===== src/rtl/rr_dist4_pkg.sv =====
// Shared definitions for the four-way round-robin packet distributor.
package rr_dist4_pkg;

  localparam int unsigned NUM_LANES = 4;
  localparam int unsigned LANE_W    = 2;

  typedef logic [LANE_W-1:0] lane_t;

  typedef enum logic {
    ST_IDLE   = 1'b0,
    ST_LOCKED = 1'b1
  } state_t;

  // Lane after l in rotation order; 2-bit wrap makes 3 -> 0.
  function automatic lane_t lane_next(input lane_t l);
    return lane_t'(l + 1'b1);
  endfunction

endpackage


===== src/rtl/rr_dist4_if.sv =====
// Beat-stream bus for rr_dist4: one input stream and four output lanes.
interface rr_dist4_if #(
  parameter int unsigned DW = 64
);

  logic                                    in_valid;
  logic                                    in_sop;
  logic                                    in_eop;
  logic [DW-1:0]                           in_data;
  logic                                    in_ready;

  logic [rr_dist4_pkg::NUM_LANES-1:0]      out_valid;
  logic [rr_dist4_pkg::NUM_LANES-1:0]      out_sop;
  logic [rr_dist4_pkg::NUM_LANES-1:0]      out_eop;
  logic [rr_dist4_pkg::NUM_LANES*DW-1:0]   out_data;
  logic [rr_dist4_pkg::NUM_LANES-1:0]      out_ready;

  // Source of beats and sink of the lanes.
  modport master (
    output in_valid, in_sop, in_eop, in_data, out_ready,
    input  in_ready, out_valid, out_sop, out_eop, out_data
  );

  // The distributor itself.
  modport slave (
    input  in_valid, in_sop, in_eop, in_data, out_ready,
    output in_ready, out_valid, out_sop, out_eop, out_data
  );

endinterface


===== src/rtl/rr_pick4.sv =====
// Rotated-priority first-free lane finder: scans ptr, ptr+1, ptr+2, ptr+3.
module rr_pick4
  import rr_dist4_pkg::*;
(
  input  logic [NUM_LANES-1:0] free,
  input  lane_t                ptr,
  output lane_t                lane,
  output logic                 any_free
);

  logic [2*NUM_LANES-1:0] dbl;
  logic [NUM_LANES-1:0]   rot;
  lane_t                  idx;

  // Rotate so bit 0 is the ptr lane, take the lowest set bit, rotate back.
  always_comb begin
    dbl      = {free, free};
    rot      = NUM_LANES'(dbl >> ptr);
    idx      = '0;
    for (int i = NUM_LANES - 1; i >= 0; i--) begin
      if (rot[i]) idx = LANE_W'(i);
    end
    lane     = lane_t'(ptr + idx);
    any_free = |free;
  end

endmodule


===== src/rtl/rr_dist4.sv =====
// Four-way round-robin packet distributor: whole packets rotate across four
// registered output lanes in rotated-priority order.
module rr_dist4
  import rr_dist4_pkg::*;
#(
  parameter int unsigned DW = 64
)(
  input  logic      clk,
  input  logic      rst,
  rr_dist4_if.slave bus,
  output lane_t     cur_lane,
  output logic      err
);

  state_t               state;
  lane_t                ptr;
  lane_t                lane_q;
  lane_t                pick_lane;
  lane_t                tgt;
  logic                 any_free;
  logic                 in_ready_c;
  logic                 accept;
  logic [NUM_LANES-1:0] lane_valid;
  logic [NUM_LANES-1:0] free;

  assign free = ~lane_valid | bus.out_ready;

  rr_pick4 u_pick (
    .free     (free),
    .ptr      (ptr),
    .lane     (pick_lane),
    .any_free (any_free)
  );

  // Target lane and ready: locked lane mid-packet, otherwise next free lane.
  always_comb begin
    tgt        = pick_lane;
    in_ready_c = any_free;
    if (state == ST_LOCKED) begin
      tgt        = lane_q;
      in_ready_c = free[lane_q];
    end
    if (rst) in_ready_c = 1'b0;
  end

  assign accept       = bus.in_valid & in_ready_c;
  assign bus.in_ready = in_ready_c;
  assign cur_lane     = rst ? '0 : tgt;

  // Packet framing FSM, rotation pointer and sticky framing error.
  always_ff @(posedge clk) begin
    if (rst) begin
      state  <= ST_IDLE;
      ptr    <= '0;
      lane_q <= '0;
      err    <= 1'b0;
    end else if (accept) begin
      if (state == ST_IDLE) begin
        if (!bus.in_sop) err <= 1'b1;
        if (bus.in_eop) begin
          ptr <= lane_next(pick_lane);
        end else begin
          state  <= ST_LOCKED;
          lane_q <= pick_lane;
        end
      end else begin
        if (bus.in_sop) err <= 1'b1;
        if (bus.in_eop) begin
          state <= ST_IDLE;
          ptr   <= lane_next(lane_q);
        end
      end
    end
  end

  for (genvar n = 0; n < NUM_LANES; n++) begin : g_lane
    logic          v_q;
    logic          sop_q;
    logic          eop_q;
    logic [DW-1:0] data_q;
    logic          load;

    assign load = accept && (tgt == LANE_W'(n));

    // One-entry holding register; a load wins over a drain in the same cycle.
    always_ff @(posedge clk) begin
      if (rst) begin
        v_q    <= 1'b0;
        sop_q  <= 1'b0;
        eop_q  <= 1'b0;
        data_q <= '0;
      end else if (load) begin
        v_q    <= 1'b1;
        sop_q  <= bus.in_sop;
        eop_q  <= bus.in_eop;
        data_q <= bus.in_data;
      end else if (bus.out_ready[n]) begin
        v_q    <= 1'b0;
      end
    end

    assign lane_valid[n]            = v_q;
    assign bus.out_valid[n]         = v_q;
    assign bus.out_sop[n]           = sop_q;
    assign bus.out_eop[n]           = eop_q;
    assign bus.out_data[n*DW +: DW] = data_q;
  end

endmodule


===== src/flat_wrapper.sv =====
// flat-port wrapper written by rule: the top's interface ports become plain ports
module rr_dist4_flat import rr_dist4_pkg::*;
#(
  parameter int unsigned DW = 64
)
  (clk, rst, cur_lane, err, bus_in_valid, bus_in_sop, bus_in_eop, bus_in_data, bus_out_ready, bus_in_ready, bus_out_valid, bus_out_sop, bus_out_eop, bus_out_data);
  rr_dist4_if #(.DW(DW)) bus_i ();
  input  logic clk;
  input  logic rst;
  output lane_t cur_lane;
  output logic err;
  input wire logic [$bits(bus_i.in_valid)-1:0] bus_in_valid;
  input wire logic [$bits(bus_i.in_sop)-1:0] bus_in_sop;
  input wire logic [$bits(bus_i.in_eop)-1:0] bus_in_eop;
  input wire logic [$bits(bus_i.in_data)-1:0] bus_in_data;
  input wire logic [$bits(bus_i.out_ready)-1:0] bus_out_ready;
  output wire logic [$bits(bus_i.in_ready)-1:0] bus_in_ready;
  output wire logic [$bits(bus_i.out_valid)-1:0] bus_out_valid;
  output wire logic [$bits(bus_i.out_sop)-1:0] bus_out_sop;
  output wire logic [$bits(bus_i.out_eop)-1:0] bus_out_eop;
  output wire logic [$bits(bus_i.out_data)-1:0] bus_out_data;
  assign bus_i.in_valid = bus_in_valid;
  assign bus_i.in_sop = bus_in_sop;
  assign bus_i.in_eop = bus_in_eop;
  assign bus_i.in_data = bus_in_data;
  assign bus_i.out_ready = bus_out_ready;
  assign bus_in_ready = bus_i.in_ready;
  assign bus_out_valid = bus_i.out_valid;
  assign bus_out_sop = bus_i.out_sop;
  assign bus_out_eop = bus_i.out_eop;
  assign bus_out_data = bus_i.out_data;
  rr_dist4 #(.DW(DW)) u_core (.clk(clk), .rst(rst), .bus(bus_i), .cur_lane(cur_lane), .err(err));
endmodule

===== config.mk =====
export PLATFORM = sky130hd
export DESIGN_NAME = rr_dist4_flat
export DESIGN_NICKNAME = d
export VERILOG_FILES = /design/src/rtl/rr_dist4_pkg.sv /design/src/rtl/rr_dist4_if.sv /design/src/rtl/rr_pick4.sv /design/src/rtl/rr_dist4.sv /design/src/flat_wrapper.sv
export SDC_FILE = /design/constraint.sdc
export NUM_CORES = 1
export LEC_CHECK = 0
export BUFFER_PORTS_ARGS = -buffer_cell sky130_fd_sc_hd__buf_2
export CAP_MARGIN = 10
export CORE_UTILIZATION = 50
export DETAILED_ROUTE_END_ITERATION = 10
export PLACE_DENSITY = 0.79
export SLEW_MARGIN = 10
export SYNTH_ARGS = -nofsm -noshare
export SYNTH_HDL_FRONTEND = slang
export SYNTH_SLANG_ARGS = --single-unit

===== constraint.sdc =====
create_clock -name clk -period 3 [get_ports clk]
set_input_delay 0.15 -clock clk [delete_from_list [all_inputs] [get_ports clk]]
set_output_delay 0.15 -clock clk [all_outputs]
set_load 0.01 [all_outputs]

# Word-level counts from Yosys, hierarchy flattened

Index checks and enable logic that the tools add are counted.
Widths: inputs -> output; s select.

Flip-flop bits (word level): 274
Output and inout bits: 272
Memory bits (read-only): 0
Word-level logic and storage cells: 73
Bits in writable memories: 0
Memories: 0
Latch bits: 0

Reduce and logical (&&, ||, !) cells: 13
$mul: 0
Add/sub/neg operators: 3
Div/mod/pow operators: 0
Equality and inequality tests: 5
Shifts and indexed selects: 1
$lt $le $gt $ge: 1
Mux-type cells: 25
Bitwise logic cells: 5

Operators with widths:

| operator            | number |
|---|---|
| $mux 2              | 9 |
| $mux 1              | 15 |
| $reduce_bool 2->1   | 4 |
| $shr 8x2->4         | 1 |
| $reduce_and 3->1    | 2 |
| $add 2x1->2 const B | 2 |
| $eq 2x2->1 const B  | 2 |
| $logic_and 1x1->1   | 4 |
| $not 4->4           | 1 |
| $or 4x4->4          | 1 |
| $reduce_or 4->1     | 1 |
| $lt 2x3->1 const B  | 1 |
| $add 2x2->2         | 1 |
| $bmux 1 s2          | 1 |
| $eq 2x1->1 const B  | 1 |
| $logic_not 2->1     | 1 |
| $ne 2x1->1 const B  | 1 |
| $ne 2x2->1 const B  | 1 |
| $not 1->1           | 2 |
| $reduce_and 2->1    | 1 |
| $and 1x1->1         | 1 |

# Depth between registers and ports, before layout

Gate-level depths: netlist of the first run.

Word-level depth: 12
Mapped depth: 15
Gate-level depth less buffers: 12

# Hierarchy

From an unflattened synthesis of the first run, not the netlist that was laid out.

Cell total of the unflattened synthesis: 1113
Area total of the unflattened synthesis: 10919.2 µm²

Modules (own cells, without submodules):

| module   | cells each | area an instance (µm²) | instances |
|---|---|---|---|
| rr_dist4 | 1086       | 10740.3                | 1 |
| rr_pick4 | 27         | 178.9                  | 1 |

# Least setup slack after synthesis of the first run

OpenSTA, ideal clock, no wires.

Path kind: register to register
Start point: reg u_core.ptr[0]
End point: reg u_core.g_lane[1].data_q[23]
Library setup time: 132 ps
Clock period less this slack: 2686 ps
Slack: 314 ps
Arrival time: 2554 ps
Data required time: 2868 ps
Cell stages (with the launch flop): 14
Path through: dfxtp_1 > clkbuf_1 > nor3_1 > a311oi_1 > o221ai_1 > ha_1 > mux2i_1 > inv_1 > ha_1 > and4b_1 > buf_2 > buf_2 > nand2_1 > a21oi_1

Cells in the longest elaborated chain, start to end: 9

Ends and longest elaborated chain:

| item                    | RTL line       | text |
|---|---|---|
| start, declared         | rr_dist4.sv:16 | `lane_t ptr;` |
| start signal, assigned  | rr_dist4.sv:61 | `ptr <= lane_next(pick_lane);` |
| start signal, assigned  | rr_dist4.sv:70 | `ptr <= lane_next(lane_q);` |
| $shr 8x2->4             | rr_pick4.sv:18 | `rot = NUM_LANES'(dbl >> ptr);` |
| $mux 2 (4 in a row)     | rr_pick4.sv:21 | `if (rot[i]) idx = LANE_W'(i);` |
| $add 2x2->2 *           | rr_pick4.sv:23 | `lane = lane_t'(ptr + idx);` |
| via u_core.pick_lane[0] | rr_dist4.sv:18 | `lane_t pick_lane;` |
| $mux 2 *                | rr_dist4.sv:39 | `if (state == ST_LOCKED) begin` |
| $eq 2x1->1 *            | rr_dist4.sv:83 | `assign load = accept && (tgt == LANE_W'(n));` |
| $logic_and 1x1->1 *     | rr_dist4.sv:83 |  |
| end signal, assigned    | rr_dist4.sv:96 | `data_q <= bus.in_data;` |
| end, declared           | rr_dist4.sv:80 | `logic [DW-1:0] data_q;` |

The timed path passes the listed nets; every way through them passes the cells marked *.
A chain may end at the register's enable or synchronous reset.

# Final worst setup path of the first run

Start point: reg u_core.g_lane[3].v_q
End point: reg u_core.g_lane[0].data_q[5]

Cells in the longest elaborated chain, start to end: 11

Ends and longest elaborated chain:

| item                   | RTL line       | text |
|---|---|---|
| start, declared        | rr_dist4.sv:77 | `logic v_q;` |
| start signal, assigned | rr_dist4.sv:88 | `v_q <= 1'b0;` |
| start signal, assigned | rr_dist4.sv:93 | `v_q <= 1'b1;` |
| start signal, assigned | rr_dist4.sv:98 | `v_q <= 1'b0;` |
| $not 4->4 *            | rr_dist4.sv:26 | `assign free = ~lane_valid \| bus.out_ready;` |
| $or 4x4->4 *           | rr_dist4.sv:26 |  |
| $shr 8x2->4            | rr_pick4.sv:18 |  |
| $mux 2 (4 in a row)    | rr_pick4.sv:21 |  |
| $add 2x2->2            | rr_pick4.sv:23 |  |
| $mux 2                 | rr_dist4.sv:39 |  |
| $logic_not 2->1        | rr_dist4.sv:83 |  |
| $logic_and 1x1->1 *    | rr_dist4.sv:83 |  |
| end signal, assigned   | rr_dist4.sv:96 |  |
| end, declared          | rr_dist4.sv:80 |  |

Every way passes the cells marked *; elsewhere a longest branch is shown, timed or not. The select of a mux whose other input is x is not followed.

==> out/qor.yml, run 1 <==
status: "finished, final reports clean"
setup_viol: 0
first_pass_iters: 5
cts.root.buffer_cell: "clkbuf_16"
fmax_ghz: 0.3515
end_kind: "flip-flop"
dp_hpwl_um: 18880
cts_buffers: 28
arrival_ns: 3.29
critPathRequiredTime_ns: 3.45
clock_sinks: 274
post_cts_buffers: 0
clockBufferDepth: 3
critPathSlowestCell: "and4b_4"
postLayoutCoreUtil: 0.6818
row_count: 52
synth_edf_count: 0
worst_slew_pin_slew_ns: 0.9823
p_int_mw: 6.190
antenna_found_initial: 2
p_switching_mw: 2.013
p_leak_nw: 5.797
yosysTopAreaCell: "dfxtp_1"
critPathMaxFanout: 17
slew_viol_final: 0
p_clk_frac: 0.428
place_congestion: 0.8091
min_period_ns: 2.845
clock_latency_ns: 0.53
syn-num-nets: 1328
synth-seq-cells: 274
netlist_area_um2: 10280
final_nets: 1687
path_class: "reg2reg"
portBuffers: 344
dieHeight_um: 145.4
cp_slowest_stage_delay_ns: 0.40
drv_cap: 0
path_cells: "nor2b_1 -> nand3_1 -> o311a_1 -> o221ai_1 -> ha_1 -> xnor2_2 -> o21a_1 -> ha_2 -> and4b_4 -> clkbuf_16 -> nand2_1 -> a21oi_1"
ys_top_cells_by_count: "nand2_1, dfxtp_1, a21oi_1"
syn_area_per_cell_um2: 8.227
fin_setup_tns_ns: 0
die_w_um: 145.4
wire_per_inst_um: 16.86
dieArea_um2: 21140
grt_max_degree: 205
rsz0062_at_grt: "false"
finalHoldViolations: 0
ys_seq_area_frac: 0.5334
hp-class: "in2reg"
grt_pass1_wl_um: 48510
syn2layout_area_growth_pct: 33.71
cts_tree: "yes"
power_frac_comb: 0.106
drc: 0
ant_nets: 0
synth_cells: 1250
critPathTopFamily: "simple AND/OR/NAND/NOR gates"
htree_levels: 1
grt_use_total: 0.2814
start_util: 0.5099
vias: 9944
crit_buf_inv: 1
ys_types: 38
synth_most_common_cell: "nand2_1"
fin_crit_sh: 0.9483
avgViaCountPerCell: 5.231
layout-drive-gt1-share: 0.3033
max_slew_margin: 0.3451
synthesis.yosys.warnings: 0
yosys-top-cells-area: "dfxtp_1, nand2_1, a21oi_1"
synth_top_area_share: 0.5334
drtIter0Drc: 527
async_reset_ff_frac: 0
finClkSkew_ns: 0.01389
critPathLaunchType: "flip-flop"
p_per_area_nw_per_um2: 596.5
power_frac_seq: 0.465
ioPinCount: 345
cts.clk_slew.worst_paths_ns: 0.06
vdd_drop_max_mv: 0.5539
fillers: 1640
grt_overflow: 0
routed_wl_um: 32050
fp.coreArea_um2: 20170
first_global_vias: 9396
ys.flop_type: "dfxtp_1"
power_switching_share: 0.2454
-- path summary, 6_finish.rpt --
check | slack, ns | cells past startpoint | end | from
max | 0.15 | 12 | u_core.g_lane[0].data_q[5] | u_core.g_lane[3].v_q
min | 0.08 | 3 | u_core.g_lane[3].v_q | bus_out_ready[3]
max reg2reg | 0.15 | 12 | u_core.g_lane[0].data_q[5] | u_core.g_lane[3].v_q
min reg2reg | 0.45 | 2 | u_core.g_lane[1].data_q[0] | u_core.g_lane[1].data_q[0]
-- what timing repair did --
action	4_1_cts	5_1_grt
hold endpoints to repair	268	0
gates resized for setup	0	17
hold buffers	68	0
endpoints found under the setup margin	0	266
-- routing by layer --
metal / share of wire / vias up / track usage
met5: 0 / - / 0
met4: 0.042 / 0 / 0.1232
met3: 0.081 / 95 / 0.06176
met2: 0.49 / 466 / 0.4832
met1: 0.39 / 4642 / 0.3388
li1: - / 4741 / -
-- registers in the layout (all words and copies together), names as in the netlist --
signal / cells
u_core.lane_q: 2
u_core.g_lane.sop_q: 4
u_core.g_lane.v_q: 4
u_core.ptr: 2
u_core.g_lane.data_q: 256
u_core.err: 1
u_core.g_lane.eop_q: 4
u_core.state: 1
-- tightest hold or removal path: cells and delay by family --
family	cells	cell delay [ns]
simple gates	1	0.22
buf+inv	1	0.08
compound gates	1	0.09
-- power groups by stage --
stage / registers (mW) / clock network (mW) / logic [mW]
2_1_floorplan: 3.94 / 0 / 0.380
3_3_place_gp: 3.89 / 0 / 0.717
3_5_place_dp: 3.89 / 0 / 0.729
4_1_cts: 3.82 / 3.57 / 0.801
5_1_grt: 3.83 / 3.70 / 0.941
6_report: 3.82 / 3.51 / 0.873
-- final cells by class --
type	instances	area, um^2	share of cell area
multi-input combinational	867	4110	0.2989
inverter	1	3.754	0.0002730
clock buffer	39	823.3	0.05987
sequential	274	5488	0.3991
antenna	2	5.005	0.0003640
timing repair buffer	437	2864	0.2083
clock inverter	11	118.9	0.008644
tap	270	337.8	0.02457
-- stage by stage --
| step | instance area (um^2) | std cells | power, mW | hold slack [ns] | worst slack, ns |
|---|---|---|---|---|---|
| finish | 13750 | 1901 | 8.203 | 0.07569 | 0.1550 |
| global route | 13750 | 1900 | 8.475 | 0.1104 | 0.01402 |
| CTS | 13530 | 1893 | 8.191 | 0.06127 | 0.06757 |
| detailed placement | 11910 | 1775 | 4.624 | 0.4286 | 0.1167 |
| global placement | 11910 | 1775 | 4.605 | 0.4230 | 0.2121 |
| floorplan | 10280 | 1250 | 4.320 | 0.2769 | 0.3141 |
-- logic make-up after synthesis --
logic type                 Yosys count  synth area share
muxes                                2          0.003163
buffers and inverters              109           0.06947
xor gates and xnor gates             2          0.001704
and+or+nand+nor                    567            0.2304
AOI/OAI and AO/OA                  291            0.1557
adders and majority gates            5          0.006083
DFF                                274            0.5334
-- layout by cell type, fill, tap and decap left out, types with 3 or more instances in the layout --
cell	instances
nor2_1	6
dfxtp_1	272
clkbuf_1	4
nand4b_4	4
o21ai_0	3
a21oi_2	29
ha_2	3
nand2_1	504
nor2b_1	3
buf_2	343
and4b_4	3
dlygate4sd3_1	68
clkbuf_16	35
clkinv_2	6
a21oi_1	246
nand3_1	5
buf_4	6
nand2_2	30
clkbuf_8	7
buf_12	9
nand2b_1	3
(Power assumes the default switching activity.)
==> run 2: changes to the inputs <==
- CTS_CLUSTER_SIZE: not set -> 10
- REMOVE_ABC_BUFFERS: not set -> 1
==> run 2 against run 1 <==
  * Worst setup slack better by 0.053 ns
  * Sequential share of layout area increased by 0.43 points
  * Cell count fell by 0.63%
  * Wire length down 0.70%
  * Via count is 0.21% lower
  * Sequential power hardly changed
  * Largest power group unchanged
  * Clock-buffer cell count decreased by 3
==> out/qor.yml, run 2 (synthesis results as in run 1) <==
clockBufferDepth: 3  # unchanged
antenna_found_initial: 0  # -2
drc: 0  # unchanged
fin_setup_tns_ns: 0  # unchanged
avgViaCountPerCell: 5.253  # +0.42%
end_kind: "flip-flop"
layout-drive-gt1-share: 0.2959  # -0.007392
routed_wl_um: 31830  # -0.70%
ioPinCount: 345  # unchanged
r2r_start: "u_core.g_lane[3].v_q"
vias: 9923  # -0.21%
final_nets: 1694  # +0.41%
p_leak_nw: 5.731  # -1.1%
final_cell_mix: "nand2_1, buf_2, dfxtp_1"
grt_max_degree: 248  # +21%
finClkSkew_ns: 0.008787  # -0.005099 ns
worst_slew_pin_slew_ns: 1.352  # +0.3694 ns
grt_use_total: 0.2790  # -0.002408
syn2layout_area_growth_pct: 32.27
place_congestion: 0.8192  # +1.2%
p_int_mw: 5.933  # -4.2%
first_pass_iters: 7  # +2
hp-class: "in2reg"
p_switching_mw: 1.932  # -4.0%
max_slew_margin: 0.09886  # -0.2463
diodes: 0  # -2
start_util: 0.5099  # unchanged
postLayoutCoreUtil: 0.6744  # -0.007382
cts.root.buffer_cell: "clkbuf_16"
dieHeight_um: 145.4  # unchanged
fp.coreArea_um2: 20170  # unchanged
power_frac_seq: 0.486  # +0.021
p_clk_frac: 0.406  # -0.022
largest_reg_flops: 256  # unchanged
post_dp_cell_area_um2: 11960  # +0.44%
dieArea_um2: 21140  # unchanged
largest_register: "u_core.g_lane.data_q"
clock_latency_ns: 0.54  # about the same
fin_crit_sh: 0.9305  # -0.01780
htree_levels: 1  # unchanged
status: "finished, final reports clean"
critPathLaunchType: "flip-flop"
critPathRequiredTime_ns: 3.43  # -0.02 ns
p_per_area_nw_per_um2: 578.2  # -3.1%
hp-start: "bus_out_ready[3]"
portBuffers: 344  # unchanged
drv_cap: 0  # unchanged
fin_area_um2: 13600  # -1.1%
min_period_ns: 2.792  # -0.05341 ns
grt_pass1_wl_um: 48360  # -0.33%
grt_overflow: 0  # unchanged
die_w_um: 145.4  # unchanged
first_global_vias: 9544  # +1.6%
vdd_drop_max_mv: 0.4976  # -10%
setup_viol: 0  # unchanged
drtIter0Drc: 512  # -2.8%
fillers: 1662  # +1.3%
row_count: 52  # unchanged
critPathMaxFanout: 31  # +14
crit_path_start: "u_core.g_lane[3].v_q"
power_frac_comb: 0.108  # +0.002
slew_viol_final: 0  # unchanged
holdWs_ns: 0.1080  # +0.03236 ns
cts_tree: "yes"
mostFrequentLayoutCell: "nand2_1"
cts.clk_slew.worst_paths_ns: 0.06  # about the same
path_class: "reg2reg"
finalHoldViolations: 0  # unchanged
cts_buffers: 31  # +11%
ant_nets: 0  # unchanged
dp_hpwl_um: 18700  # -0.96%
clock_sinks: 274  # unchanged
wire_per_inst_um: 16.85  # about the same
fmax_ghz: 0.3582  # +1.9%
power_switching_share: 0.2456  # about the same
arrival_ns: 3.23  # -0.06 ns
run 2: metrics by stage:
| step | power, mW | instances | setup slack (ns) |
|---|---|---|---|
| after detailed placement | 4.623 | 1777 | 0.1218 |
| after global routing | 8.128 | 1889 | -0.02093 |
| after floorplan | 4.208 | 1142 | -0.4388 |
| after CTS | 7.861 | 1882 | 0.07543 |
| final | 7.864 | 1889 | 0.2084 |
| after global placement | 4.607 | 1777 | 0.2564 |
run 2: area by class of cell:
cell class,count,area (um^2),area share
timing repair buffer,441,2865,0.2107
multi-input combinational,867,4104,0.3017
clock buffer,36,804.5,0.05915
sequential,274,5487,0.4034
inverter,1,3.754,0.0002760
tap,270,337.8,0.02484
run 2: critical path: stages (launching register included):
cell	delay [ns]
dfxtp_1	0.35
nor2b_1	0.28
nand3_1	0.12
o311a_1	0.13
o221ai_1	0.17
ha_1	0.23
xnor2_2	0.16
o21a_1	0.18
ha_1	0.22
and4b_2	0.32
buf_12	0.21
nand2_1	0.08
a21oi_1	0.23
run 2: worst paths after layout:
check | to | slack, ns | cells past startpoint
max reg2reg | u_core.g_lane[0].data_q[18] | 0.21 | 12
max | u_core.g_lane[0].data_q[18] | 0.21 | 12
min | u_core.g_lane[3].v_q | 0.11 | 3
min reg2reg | u_core.g_lane[1].data_q[26] | 0.45 | 2
run 2: metal layers:
layer	global-route usage	vias to the layer above	part of all wire
li1	-	4745	-
met1	0.3162	4625	0.38
met2	0.4957	444	0.49
met3	0.06207	109	0.081
met4	0.1353	0	0.050
met5	0	-	0
run 2: power by group through the flow:
stage                     sequential (mW)  clock (mW)  combinational, mW
final                                3.82        3.20              0.848
after floorplan                      3.95           0              0.262
after global routing                 3.83        3.38              0.915
after detailed placement             3.89           0              0.730
after CTS                            3.82        3.24              0.804
after global placement               3.89           0              0.718
run 2: timing repair:
item	in CTS	in global routing
setup buffers	0	3
hold endpoints to repair	273	0
hold buffers	69	0
endpoints found under the setup margin	0	265
gates resized for setup	0	9
==> run 3: changes to the inputs <==
- ABC_CLOCK_PERIOD_IN_PS: not set -> 3000
- CTS_BUF_LIST: not set -> sky130_fd_sc_hd__clkbuf_16
==> run 3 against run 2 <==
  * Hold slack improved by 0.0030 ns
  * Combinational power is 2% lower
  * Die area did not move
  * Critical path depth up 1
  * Global-route usage is essentially flat
  * Clock skew about the same
  * Maximum frequency down 0.14%
  * Flip-flop and latch count did not move
  * Highest routed layer unchanged
==> out/qor.yml, run 3 (synthesis results as in run 1) <==
p_leak_nw: 5.727  # about the same
ioPinCount: 345  # unchanged
die_w_um: 145.4  # unchanged
end_kind: "flip-flop"
fin_setup_tns_ns: 0  # unchanged
routed_wl_um: 31090  # -2.3%
fin_area_um2: 13550  # -0.36%
clockBufferDepth: 3  # unchanged
wl_met2_um: 15400  # -0.37%
vdd_drop_max_mv: 0.5030  # +1.1%
setup_viol: 0  # unchanged
met1_length_um: 11960  # -2.0%
layout-drive-gt1-share: 0.2944  # -0.001489
largest_reg_flops: 256  # unchanged
critPathSlowestCell: "dfxtp_1"
p_switching_mw: 1.929  # -0.13%
cts_tree: "yes"
cts.clk_slew.worst_paths_ns: 0.06  # about the same
worst_path_most_repeated_cell: "ha_1"
diodes: 0  # unchanged
final_nets: 1692  # -0.12%
worst_slew_pin_slew_ns: 1.283  # -0.06900 ns
dp_hpwl_um: 18700  # unchanged
hp-class: "in2reg"
avgViaCountPerCell: 5.229  # -0.45%
row_count: 52  # unchanged
critPathTopFamily: "simple AND/OR/NAND/NOR gates"
top_layer: "met4"
arrival_ns: 3.16  # -0.07 ns
post-place-ws_ns: 0.1218  # unchanged
critPathMaxFanout: 33  # +6.5%
critPathRequiredTime_ns: 3.36  # -0.07 ns
grt_max_degree: 248  # unchanged
drc: 0  # unchanged
power_switching_share: 0.2468  # +0.001160
drv_cap: 0  # unchanged
p_clk_frac: 0.405  # about the same
postLayoutCoreUtil: 0.6720  # -0.002420
ff_latch_area_um2: 5487  # unchanged
vias: 9868  # -0.55%
largest_register: "u_core.g_lane.data_q"
cts_buffers: 31  # unchanged
p_int_mw: 5.888  # -0.75%
first_global_vias: 9532  # -0.13%
grt_pass1_wl_um: 48320  # about the same
p_per_area_nw_per_um2: 576.8  # -0.24%
multiInputGateArea_um2: 4101  # about the same
htree_levels: 1  # unchanged
crit_path_start: "u_core.g_lane[3].v_q"
grt_use_total: 0.2787  # about the same
mostFrequentLayoutCell: "nand2_1"
path_class: "reg2reg"
fillers: 1669  # +0.42%
max_slew_margin: 0.1449  # +0.04600
portBuffers: 344  # unchanged
crit_buf_inv: 3  # +2
dieArea_um2: 21140  # unchanged
ant_nets: 0  # unchanged
clock_sinks: 274  # unchanged
status: "finished, final reports clean"
r2r_start: "u_core.g_lane[3].v_q"
slew_viol_final: 0  # unchanged
fmax_ghz: 0.3577  # -0.14%
power_frac_comb: 0.107  # about the same
holdWs_ns: 0.1111  # +0.003009 ns
first_pass_iters: 5  # -2
path_cells: "nor2b_1 -> nand3_1 -> o311a_1 -> o221ai_1 -> ha_1 -> mux2i_1 -> buf_4 -> inv_1 -> ha_1 -> and4b_2 -> clkbuf_16 -> nand2_1 -> a21oi_1"
place_congestion: 0.8192  # unchanged
min_period_ns: 2.796  # +0.003968 ns
cts.root.buffer_cell: "clkbuf_16"
wire_per_inst_um: 16.47  # -2.2%
post_dp_cell_area_um2: 11960  # unchanged
finClkSkew_ns: 0.009189  # +0.0004019 ns
antenna_found_initial: 0  # unchanged
final_cell_mix: "nand2_1, buf_2, dfxtp_1"
clock_latency_ns: 0.54  # about the same
power_frac_seq: 0.489  # +0.003
fp.coreArea_um2: 20170  # unchanged
met3_length_um: 2319  # -10%
dieHeight_um: 145.4  # unchanged
grt_overflow: 0  # unchanged
rsz0062_at_grt: "true"
start_util: 0.5099  # unchanged
cp_slowest_stage_delay_ns: 0.35  # about the same
syn2layout_area_growth_pct: 31.79
fin_crit_sh: 0.9319  # +0.001323
critPathLaunchType: "flip-flop"
drtIter0Drc: 524  # +2.3%
hp-start: "bus_out_ready[3]"
fin_ws_ns: 0.2044  # -0.003968 ns
finalHoldViolations: 0  # unchanged
## run 3: power groups by stage
stage	combinational (mW)	clock (mW)	sequential, mW
after floorplan	0.262	0	3.95
after global placement	0.718	0	3.89
after detailed placement	0.730	0	3.89
after CTS	0.804	3.20	3.82
after global routing	0.902	3.34	3.83
final	0.833	3.16	3.82
## run 3: what timing repair did
| action | in CTS | in global routing |
|---|---|---|
| hold buffers | 69 | 0 |
| endpoints found under the hold margin | 273 | 0 |
| setup endpoints to repair | 0 | 265 |
| resized for setup | 0 | 8 |
| buffers inserted | 0 | 3 |
## run 3: per-stage QoR
stage / cells / total power, mW
after CTS: 1882 / 7.821
after global placement: 1777 / 4.607
after floorplan: 1142 / 4.208
after global routing: 1887 / 8.077
after detailed placement: 1777 / 4.623
final: 1887 / 7.817
## run 3: final timing paths
check | end | slack, ns | cells after the start
max | u_core.g_lane[1].data_q[22] | 0.20 | 13
min | u_core.g_lane[3].v_q | 0.11 | 3
max reg2reg | u_core.g_lane[1].data_q[22] | 0.20 | 13
min reg2reg | u_core.g_lane[1].data_q[39] | 0.45 | 2
## run 3: layout make-up
| type | count | area share |
|---|---|---|
| Sequential cell | 274 | 0.4048 |
| Multi-Input combinational cell | 867 | 0.3026 |
| Timing Repair Buffer | 439 | 0.2087 |
| Clock buffer | 31 | 0.05724 |
| Tap cell | 270 | 0.02493 |
| Clock inverter | 5 | 0.001385 |
| Inverter | 1 | 0.0002770 |
## run 3: routing by layer
layer  vias to the layer above  global-route usage
met4                         0              0.1279
li1                       4741                   -
met3                        96             0.06301
met2                       417              0.4974
met1                      4614              0.3164
met5                         -                   0
## run 3: tightest hold or removal path, stage by stage
cell and delay [ns]:
buf_2 0.10, nand2b_1 0.25, a21oi_1 0.09
